[config.mk]
export PLATFORM = sky130hd
export DESIGN_NAME = des_iter_ctrl
export DESIGN_NICKNAME = d
export VERILOG_FILES = /design/src/rtl/des_pkg.sv /design/src/rtl/des_round.sv /design/src/rtl/des_iter_ctrl.sv
export SDC_FILE = /design/constraint.sdc
export NUM_CORES = 1
export LEC_CHECK = 0
export ABC_AREA = 1
export CAP_MARGIN = 40
export CELL_PAD_IN_SITES_DETAIL_PLACEMENT = 0
export CELL_PAD_IN_SITES_GLOBAL_PLACEMENT = 1
export CORE_MARGIN = 2
export CORE_UTILIZATION = 35
export CTS_CLUSTER_SIZE = 20
export DETAILED_ROUTE_END_ITERATION = 12
export PLACE_DENSITY_LB_ADDON = 0.15
export SLEW_MARGIN = 40
export SYNTH_ARGS = -nofsm -noshare
export SYNTH_HDL_FRONTEND = slang
export SYNTH_SLANG_ARGS = --single-unit
[constraint.sdc]
create_clock -name clk -period 8.6 [get_ports clk]
set_input_delay 2.58 -clock clk [delete_from_list [all_inputs] [get_ports clk]]
set_output_delay 2.58 -clock clk [all_outputs]
set_load 0.05 [all_outputs]
[src/rtl/des_pkg.sv]
// des_pkg: DES permutation and S-box tables, key-rotation schedule, controller state type
package des_pkg;

    typedef enum logic [1:0] {IDLE = 2'd0, RUN = 2'd1, DONE = 2'd2} des_state_t;

    localparam int IP_T [64] = '{
        58, 50, 42, 34, 26, 18, 10, 2, 60, 52, 44, 36, 28, 20, 12, 4,
        62, 54, 46, 38, 30, 22, 14, 6, 64, 56, 48, 40, 32, 24, 16, 8,
        57, 49, 41, 33, 25, 17, 9, 1, 59, 51, 43, 35, 27, 19, 11, 3,
        61, 53, 45, 37, 29, 21, 13, 5, 63, 55, 47, 39, 31, 23, 15, 7};

    localparam int FP_T [64] = '{
        40, 8, 48, 16, 56, 24, 64, 32, 39, 7, 47, 15, 55, 23, 63, 31,
        38, 6, 46, 14, 54, 22, 62, 30, 37, 5, 45, 13, 53, 21, 61, 29,
        36, 4, 44, 12, 52, 20, 60, 28, 35, 3, 43, 11, 51, 19, 59, 27,
        34, 2, 42, 10, 50, 18, 58, 26, 33, 1, 41, 9, 49, 17, 57, 25};

    localparam int E_T [48] = '{
        32, 1, 2, 3, 4, 5, 4, 5, 6, 7, 8, 9,
        8, 9, 10, 11, 12, 13, 12, 13, 14, 15, 16, 17,
        16, 17, 18, 19, 20, 21, 20, 21, 22, 23, 24, 25,
        24, 25, 26, 27, 28, 29, 28, 29, 30, 31, 32, 1};

    localparam int P_T [32] = '{
        16, 7, 20, 21, 29, 12, 28, 17, 1, 15, 23, 26, 5, 18, 31, 10,
        2, 8, 24, 14, 32, 27, 3, 9, 19, 13, 30, 6, 22, 11, 4, 25};

    localparam int PC1_T [56] = '{
        57, 49, 41, 33, 25, 17, 9, 1, 58, 50, 42, 34, 26, 18,
        10, 2, 59, 51, 43, 35, 27, 19, 11, 3, 60, 52, 44, 36,
        63, 55, 47, 39, 31, 23, 15, 7, 62, 54, 46, 38, 30, 22,
        14, 6, 61, 53, 45, 37, 29, 21, 13, 5, 28, 20, 12, 4};

    localparam int PC2_T [48] = '{
        14, 17, 11, 24, 1, 5, 3, 28, 15, 6, 21, 10,
        23, 19, 12, 4, 26, 8, 16, 7, 27, 20, 13, 2,
        41, 52, 31, 37, 47, 55, 30, 40, 51, 45, 33, 48,
        44, 49, 39, 56, 34, 53, 46, 42, 50, 36, 29, 32};

    // Index 0 is unused so the table reads 1-indexed by round number
    localparam int SHIFT [17] = '{0, 1, 1, 2, 2, 2, 2, 2, 2, 1, 2, 2, 2, 2, 2, 2, 1};

    localparam logic [3:0] SBOX [8][64] = '{
        '{14, 4, 13, 1, 2, 15, 11, 8, 3, 10, 6, 12, 5, 9, 0, 7,
          0, 15, 7, 4, 14, 2, 13, 1, 10, 6, 12, 11, 9, 5, 3, 8,
          4, 1, 14, 8, 13, 6, 2, 11, 15, 12, 9, 7, 3, 10, 5, 0,
          15, 12, 8, 2, 4, 9, 1, 7, 5, 11, 3, 14, 10, 0, 6, 13},
        '{15, 1, 8, 14, 6, 11, 3, 4, 9, 7, 2, 13, 12, 0, 5, 10,
          3, 13, 4, 7, 15, 2, 8, 14, 12, 0, 1, 10, 6, 9, 11, 5,
          0, 14, 7, 11, 10, 4, 13, 1, 5, 8, 12, 6, 9, 3, 2, 15,
          13, 8, 10, 1, 3, 15, 4, 2, 11, 6, 7, 12, 0, 5, 14, 9},
        '{10, 0, 9, 14, 6, 3, 15, 5, 1, 13, 12, 7, 11, 4, 2, 8,
          13, 7, 0, 9, 3, 4, 6, 10, 2, 8, 5, 14, 12, 11, 15, 1,
          13, 6, 4, 9, 8, 15, 3, 0, 11, 1, 2, 12, 5, 10, 14, 7,
          1, 10, 13, 0, 6, 9, 8, 7, 4, 15, 14, 3, 11, 5, 2, 12},
        '{7, 13, 14, 3, 0, 6, 9, 10, 1, 2, 8, 5, 11, 12, 4, 15,
          13, 8, 11, 5, 6, 15, 0, 3, 4, 7, 2, 12, 1, 10, 14, 9,
          10, 6, 9, 0, 12, 11, 7, 13, 15, 1, 3, 14, 5, 2, 8, 4,
          3, 15, 0, 6, 10, 1, 13, 8, 9, 4, 5, 11, 12, 7, 2, 14},
        '{2, 12, 4, 1, 7, 10, 11, 6, 8, 5, 3, 15, 13, 0, 14, 9,
          14, 11, 2, 12, 4, 7, 13, 1, 5, 0, 15, 10, 3, 9, 8, 6,
          4, 2, 1, 11, 10, 13, 7, 8, 15, 9, 12, 5, 6, 3, 0, 14,
          11, 8, 12, 7, 1, 14, 2, 13, 6, 15, 0, 9, 10, 4, 5, 3},
        '{12, 1, 10, 15, 9, 2, 6, 8, 0, 13, 3, 4, 14, 7, 5, 11,
          10, 15, 4, 2, 7, 12, 9, 5, 6, 1, 13, 14, 0, 11, 3, 8,
          9, 14, 15, 5, 2, 8, 12, 3, 7, 0, 4, 10, 1, 13, 11, 6,
          4, 3, 2, 12, 9, 5, 15, 10, 11, 14, 1, 7, 6, 0, 8, 13},
        '{4, 11, 2, 14, 15, 0, 8, 13, 3, 12, 9, 7, 5, 10, 6, 1,
          13, 0, 11, 7, 4, 9, 1, 10, 14, 3, 5, 12, 2, 15, 8, 6,
          1, 4, 11, 13, 12, 3, 7, 14, 10, 15, 6, 8, 0, 5, 9, 2,
          6, 11, 13, 8, 1, 4, 10, 7, 9, 5, 0, 15, 14, 2, 3, 12},
        '{13, 2, 8, 4, 6, 15, 11, 1, 10, 9, 3, 14, 5, 0, 12, 7,
          1, 15, 13, 8, 10, 3, 7, 4, 12, 5, 6, 11, 0, 14, 9, 2,
          7, 11, 4, 1, 9, 12, 14, 2, 0, 6, 10, 13, 15, 3, 5, 8,
          2, 1, 14, 7, 4, 10, 8, 13, 15, 12, 9, 0, 3, 5, 6, 11}};

    // Tables number bits 1..N from the MSB, hence the N-index mapping below
    function automatic logic [63:0] ip_f(input logic [63:0] x);
        for (int i = 0; i < 64; i++) ip_f[63-i] = x[64-IP_T[i]];
    endfunction

    function automatic logic [63:0] fp_f(input logic [63:0] x);
        for (int i = 0; i < 64; i++) fp_f[63-i] = x[64-FP_T[i]];
    endfunction

    function automatic logic [55:0] pc1_f(input logic [63:0] x);
        for (int i = 0; i < 56; i++) pc1_f[55-i] = x[64-PC1_T[i]];
    endfunction

    function automatic logic [47:0] pc2_f(input logic [55:0] x);
        for (int i = 0; i < 48; i++) pc2_f[47-i] = x[56-PC2_T[i]];
    endfunction

    function automatic logic [47:0] e_f(input logic [31:0] x);
        for (int i = 0; i < 48; i++) e_f[47-i] = x[32-E_T[i]];
    endfunction

    function automatic logic [31:0] p_f(input logic [31:0] x);
        for (int i = 0; i < 32; i++) p_f[31-i] = x[32-P_T[i]];
    endfunction

    // Outer bits of each 6-bit group pick the row, inner four the column
    function automatic logic [31:0] sbox_f(input logic [47:0] x);
        logic [5:0] b;
        for (int i = 0; i < 8; i++) begin
            b = x[47-6*i -: 6];
            sbox_f[31-4*i -: 4] = SBOX[i][{b[5], b[0], b[4:1]}];
        end
    endfunction

    function automatic logic [31:0] f_func(input logic [31:0] r, input logic [47:0] k);
        return p_f(sbox_f(e_f(r) ^ k));
    endfunction

    function automatic logic [27:0] rol28(input logic [27:0] x, input int n);
        return n == 1 ? {x[26:0], x[27]} : {x[25:0], x[27:26]};
    endfunction

    function automatic logic [27:0] ror28(input logic [27:0] x, input int n);
        return n == 1 ? {x[0], x[27:1]} : {x[1:0], x[27:2]};
    endfunction

    function automatic logic parity_ok_f(input logic [63:0] x);
        logic ok;
        ok = 1'b1;
        for (int i = 0; i < 8; i++) ok = ok & (^x[8*i +: 8]);
        return ok;
    endfunction

endpackage

[src/rtl/des_round.sv]
// des_round: one combinational DES Feistel round on {L,R} with a 48-bit subkey
module des_round
    import des_pkg::*;
(
    input  logic [63:0] lr,
    input  logic [47:0] sk,
    output logic [63:0] lr_n
);

    assign lr_n = {lr[31:0], lr[63:32] ^ f_func(lr[31:0], sk)};

endmodule

[src/rtl/des_iter_ctrl.sv]
// des_iter_ctrl: iterative DES controller, RPC rounds per clock; DES_KEY_PARITY_EN enables key parity rejection
module des_iter_ctrl
    import des_pkg::*;
#(
    parameter int RPC = 1
) (
    input  logic        clk,
    input  logic        rst,
    input  logic        start,
    output logic        in_ready,
    input  logic        e,
    input  logic [63:0] k,
    input  logic [63:0] in,
    output logic [63:0] out,
    output logic        out_valid,
    input  logic        out_ready,
    output logic        busy,
    output logic [4:0]  round,
    output logic        err
);

    if (!(RPC == 1 || RPC == 2 || RPC == 4)) begin : g_bad_rpc
        $error("des_iter_ctrl: RPC must be 1, 2 or 4");
    end

    des_state_t  state;
    logic [63:0] lr_q;
    logic [27:0] c;
    logic [27:0] d;
    logic        mode;
    logic [4:0]  rnd;
    logic [63:0] out_q;
    logic        accept;
    logic        key_ok;
    logic [63:0] lr_c [RPC+1];
    logic [27:0] c_c [RPC+1];
    logic [27:0] d_c [RPC+1];

    assign in_ready  = state == IDLE || (state == DONE && out_ready);
    assign accept    = start && in_ready;
    assign busy      = state == RUN;
    assign out_valid = state == DONE;
    assign round     = rnd;
    assign out       = out_q;

    assign lr_c[0] = lr_q;
    assign c_c[0]  = c;
    assign d_c[0]  = d;

    // Encrypt rotates left before using the key; decrypt uses the key then rotates right
    for (genvar j = 0; j < RPC; j++) begin : g_rnd
        logic [4:0]  rn;
        logic [27:0] ce;
        logic [27:0] de;
        logic [47:0] sk;
        assign rn         = rnd + 5'(j + 1);
        assign ce         = rol28(c_c[j], SHIFT[rn]);
        assign de         = rol28(d_c[j], SHIFT[rn]);
        assign sk         = mode ? pc2_f({ce, de}) : pc2_f({c_c[j], d_c[j]});
        assign c_c[j+1]   = mode ? ce : ror28(c_c[j], SHIFT[17-rn]);
        assign d_c[j+1]   = mode ? de : ror28(d_c[j], SHIFT[17-rn]);
        des_round u_round (.lr(lr_c[j]), .sk(sk), .lr_n(lr_c[j+1]));
    end

`ifdef DES_KEY_PARITY_EN
    logic err_q;
    assign key_ok = parity_ok_f(k);
    assign err    = err_q;
    // One-cycle flag for a start refused because of a bad key byte
    always_ff @(posedge clk or posedge rst) begin
        if (rst)
            err_q <= 1'b0;
        else
            err_q <= accept && !key_ok;
    end
`else
    assign key_ok = 1'b1;
    assign err    = 1'b0;
`endif

    // Sequencing: load at accept, RPC rounds per RUN cycle, hold result in DONE
    always_ff @(posedge clk or posedge rst) begin
        if (rst) begin
            state <= IDLE;
            lr_q  <= '0;
            c     <= '0;
            d     <= '0;
            mode  <= 1'b0;
            rnd   <= '0;
            out_q <= '0;
        end else if (accept && key_ok) begin
            state      <= RUN;
            lr_q       <= ip_f(in);
            {c, d}     <= pc1_f(k);
            mode       <= e;
            rnd        <= '0;
        end else if (accept) begin
            state <= IDLE;
        end else if (state == RUN) begin
            lr_q <= lr_c[RPC];
            c    <= c_c[RPC];
            d    <= d_c[RPC];
            rnd  <= rnd + 5'(RPC);
            if (rnd + 5'(RPC) == 5'd16) begin
                state <= DONE;
                out_q <= fp_f({lr_c[RPC][31:0], lr_c[RPC][63:32]});
            end
        end else if (state == DONE && out_ready) begin
            state <= IDLE;
        end
    end

endmodule
### Yosys cells after proc, flatten, opt, wreduce, memory -nomap -nowiden

Memories as Yosys holds them, arrays and structs flattened.
Index checks and enable logic that the tools add are counted.

* add/sub/neg operators: 2
* magnitude comparators: 10
* equality and inequality tests: 6
* mux-type cells: 39
* bitwise gates (word level): 13
* reduce and logical (&&, ||, !) cells: 8

Operator list (number)
* 28-bit 2-to-1 mux: 10
* 32-bit 2-to-1 mux: 4
* 64-bit 2-to-1 mux: 2
* 32-bit by 2-bit equality test with 1-bit output (second input constant): 2
* 4-bit 2-to-1 mux: 16
* 7-bit >= comparator (second input constant): 8
* 6-bit NOT with 7-bit output: 8
* 48-bit 2-to-1 mux: 1
* 48-bit XOR: 1
* 33-bit by 6-bit >= comparator with 1-bit output (second input constant): 1
* 32-bit NOT with 33-bit output: 1
* 32-bit XOR: 1
* 5-bit 2-to-1 mux: 2
* 2-bit 2-to-1 mux: 4
* 6-bit >= comparator (second input constant): 1
* 5-bit NOT with 6-bit output: 1
* 5-bit by 5-bit subtractor with 6-bit output (first input constant): 1
* 5-bit by 1-bit adder with 5-bit output (second input constant): 1
* 5-bit equality test (second input constant): 1
* 3-bit by 1-bit inequality test with 1-bit output (second input constant): 1
* 3-bit AND reduction: 1
* 3-bit nonzero test: 1
* 2-bit by 1-bit equality test with 1-bit output (second input constant): 1
* 2-bit equality test (second input constant): 1
* other kinds (6): 7

* bits in registers: 192
* ROM bits: 4096
* input port bits: 133
* output and inout bits: 73
* logic and storage cells: 95
* memories kept: 10

Memories
* (name not given): depth 32, bits a word 32, rd ports 1, clocked after Yosys merged registers in 0, write ports 0, line des_iter_ctrl.sv:61 `assign d_c[j+1] = mode ? de : ror28(d_c[j], SHIFT[17-rn]);`
* (name not given): depth 32, bits a word 32, rd ports 1, clocked after Yosys merged registers in 0, write ports 0, line des_iter_ctrl.sv:58 `assign de = rol28(d_c[j], SHIFT[rn]);`
* (name not given): depth 64, bits a word 4, rd ports 1, clocked after Yosys merged registers in 0, write ports 0, line des_pkg.sv:107 `sbox_f[31-4*i -: 4] = SBOX[i][{b[5], b[0], b[4:1]}];`
* (name not given): depth 64, bits a word 4, rd ports 1, clocked after Yosys merged registers in 0, write ports 0, line des_pkg.sv:107
* (name not given): depth 64, bits a word 4, rd ports 1, clocked after Yosys merged registers in 0, write ports 0, line des_pkg.sv:107
* (name not given): depth 64, bits a word 4, rd ports 1, clocked after Yosys merged registers in 0, write ports 0, line des_pkg.sv:107
* +4 memories

### Logic depth before layout (Yosys ltp)

* word-level depth: 16
* mapped depth: 28
* depth with buffers taken out: 27

### Hierarchy

A second synthesis with hierarchy kept.

* cell total of the unflattened synthesis: 2925
* area total of the unflattened synthesis: 17473.0 µm²

Modules (own cells, without submodules)
* des_iter_ctrl: instances 1, cells an instance 1670, area each 11379.7 µm², seq. area each 4804.6 µm²
* des_round: instances 1, cells an instance 1255, area each 6093.3 µm², seq. area each 0.0 µm²

### Least setup slack after synthesis

Ideal clock, no wire load.

* path kind: input -> output
* start: input port out_ready
* end: output port in_ready
* arrival time: 2983 ps
* path slack: 3037 ps
* stages: 2
* cells stage by stage: o21ai_0 > inv_1

* word-level cells in the longest chain between the ends: 2

RTL lines
* from (decl): line des_iter_ctrl.sv:16 `input logic out_ready,`
* 1-bit logical AND: line des_iter_ctrl.sv:39 `assign in_ready = state == IDLE || (state == DONE && out_ready);`
* 1-bit logical OR: line des_iter_ctrl.sv:39
* to (decl): line des_iter_ctrl.sv:10 `output logic in_ready,`

No other way between the ends.

### Worst setup path after layout

Ends and elaborated chain as after synthesis.

==> summary.txt <==
Run status
  – Outcome: finished clean

Timing
  – Final Hold Fails: 0
  – Worst-Margin Slew: 0.900 ns
  – Max-slew headroom: 40.0%
  – Setup tns final: 0 ns
  – Clock skew: 0.0146 ns
  – RSZ-0062 raised after global routing: no
  – Crit share post-route: 76.5%
  – Final setup fails: 0
  – Max Fclk: 152 MHz
  – Max-slew violation count: 0
  – Final min period: 6.58 ns

Clock network
  – PostCTS Resize Cnt: 0
  – Worst-Skew Late Latency: 0.52 ns
  – Num CTS Buffers: 17
  – # Post-CTS Setup Buffers: 0
  – Root cell of the clock tree: clkbuf_16
  – Post-CTS Hold Fix Bufs: 0
  – Clk sinks: 192
  – H-tree Lvls: 4
  – Clock transition at path regs: 0.07 ns
  – Maximum buffer depth of the clock tree: 2
  – CTS tree: done

Global route
  – Largest net degree at the start of global routing: 93
  – Met1 Resource Use GR: 38.5%
  – GRT Residual Overflow: 0
  – Initial antenna violation count: 1
  – First-pass GRT wire length: 103 mm
  – Met2 track demand over resource: 43.9%
  – Vias in the first global route: 16,900
  – Met3 usage: 6.94%
  – GRT Max-Usage Layer: met2
  – Tot GR Track Use: 28.8%

Routing
  – Routed wire length: 68.5 mm
  – Initial DRC count: 1,850
  – DRC violations left: 0
  – Drt pass-1 iters: 7
  – Routed via count: 18,000
  – Vias/cell: 5.47
  – Detail Route Antenna Nets: 0
  – Routed length per instance: 20.9 um

Final layout
  – Fin cells: 3,282
  – Area Growth Syn to Fin: 17.8%
  – Design Area, Final: 19,100 um2
  – Share of layout cells above drive strength 1: 4.36%
  – Commonest non-fill, non-tap cells in the layout: nand2_1, nand3_1, inv_1, clkdlybuf4s50_1, dfrtp_1
  – ANT cells: 0
  – # fillers: 4,902
  – Final Net Count: 2,871
  – Register Area: 4810 um2
  – Most common cell after layout, fill and taps aside: nand2_1
  – Multi-input gate area: 9890 um2

Floorplan
  – Die width: 219 um
  – Io pins: 206
  – Die ar.: 48,000 um2
  – Core footprint: 45,500 um2
  – Die Ht: 219 um
  – Cell row count: 78
  – Starting density of the core: 35.6%

Placement
  – DP HPWL: 50.6 mm
  – Placer Congestion: 0.911
  – Placement Cell Area: 18,500 um2
  – Cell Count Post-Placement: 3,251
  – I/O Buffers: 196

Logic synthesis
  – Gate Count Post-Synth: 2,556
  – EDFF count, synth: 0
  – Ys async rst share: 100%
  – Post-synthesis average cell area: 6.33 um2
  – Register area share after synthesis: 29.7%
  – Synth Warn #: 0
  – Distinct cells, synth: 34
  – Synth Cell Area: 16,200 um2
  – Synth Register Bits: 192
  – Ys flop type: dfrtp_1
  – Syn Nets: 2,757

Power
  – Power Dens Cells: 94.7 nW/um2
  – Leak: 9.49 nW
  – Worst vdd ir: 0.127 mV

Worst setup path
  – CP startpoint kind: input port
  – WP data arrival: 4.00 ns
  – Crit end category: output pin
  – Critical Path RT: 6.02 ns
  – Crit Path Category: in2out
  – Crit-path max FO: 3

Hold path
  – Worst hold path class: reg2reg

Job
  – Max-cap violations: 0
[area by class of cell]
cell class / count / share of cell area, %
clock buffer: 19 / 2.32
clock inverter: 12 / 0.578
inverter: 256 / 5.09
multi-input combinational: 1992 / 51.9
sequential: 192 / 25.2
tap: 600 / 3.94
timing repair buffer: 211 / 10.9
[power breakdown]
group | leakage, nW | total (mW) | internal (mW) | switching, mW
logic | 7.10 | 0.0810 | 0.0498 | 0.0312
clock network | 0.267 | 0.822 | 0.406 | 0.417
registers | 2.13 | 0.902 | 0.902 | 0
total | 9.49 | 1.81 | 1.36 | 0.448
[through the flow]
stage	hold WS [ns]	power (mW)	setup slack, ns	utilization (%)
after floorplan	0.487	0.935	0.793	-
after global placement	0.461	1.00	1.99	40.6
after detailed placement	0.466	1.00	2.02	40.7
after CTS	0.486	1.83	2.01	41.9
after global routing	0.497	1.86	1.99	41.9
final	0.482	1.81	2.02	41.9
[synth_stat cells (22+ instances only)]
library cell  number  area, um2
o221ai_1          46        403
dfrtp_1          192       4800
a21oi_1           62        310
inv_1            243        912
o21ai_0          127        636
ha_1              68        851
clkbuf_1          65        244
o211ai_1          39        293
nand2_1          975       3660
nand2_2           24        150
nor2_1            48        180
nand3_1          507       2540
buf_2             22        110
[critical path: stages]
cell and delay [ns]:
clkdlybuf4s50_1 0.44, o21ai_0 0.07, inv_1 0.09, clkdlybuf4s50_1 0.81
[per-layer routing]
| metal | share of wire [%] | routed length, um |
|---|---|---|
| met1 | 43 | 29700 |
| met2 | 44 | 30200 |
| met3 | 7.8 | 5310 |
| met4 | 4.7 | 3240 |
| met5 | 0 | 0 |
[logic make-up after synthesis]
logic type               count (synthesis)  synth area share, %
XOR/XNOR                                19                 1.58
AO/OA/AOI/OAI                          333                 12.9
other                                    1               0.0232
AND/OR/NAND/NOR                       1571                 41.2
adder cells (fa/ha/maj)                 68                 5.26
flip-flops                             192                 29.7
buffers and inverters                  372                 9.38
[path summary, 6_finish.rpt]
path / slack [ns] / start / endpoint / cells after the start
max: 2.02 / out_ready / in_ready / 4
min: 0.48 / out[2]$_DFFE_PP0P_ / out[2]$_DFFE_PP0P_ / 2
max reg2reg: 3.36 / round[0]$_DFFE_PP0P_ / out[24]$_DFFE_PP0P_ / 23
min reg2reg: 0.48 / out[2]$_DFFE_PP0P_ / out[2]$_DFFE_PP0P_ / 2
max in group asynchronous: 4.82 / rst / out[0]$_DFFE_PP0P_ / 3
min in group asynchronous: 2.53 / rst / round[1]$_DFFE_PP0P_ / 2
[state kept, by name, indices dropped and copies added, names as in the netlist]
register	count
lr_q	64
state	2
round	5
mode	1
c	28
out	64
d	28
Note: power is estimated with default switching activity, not from simulation.
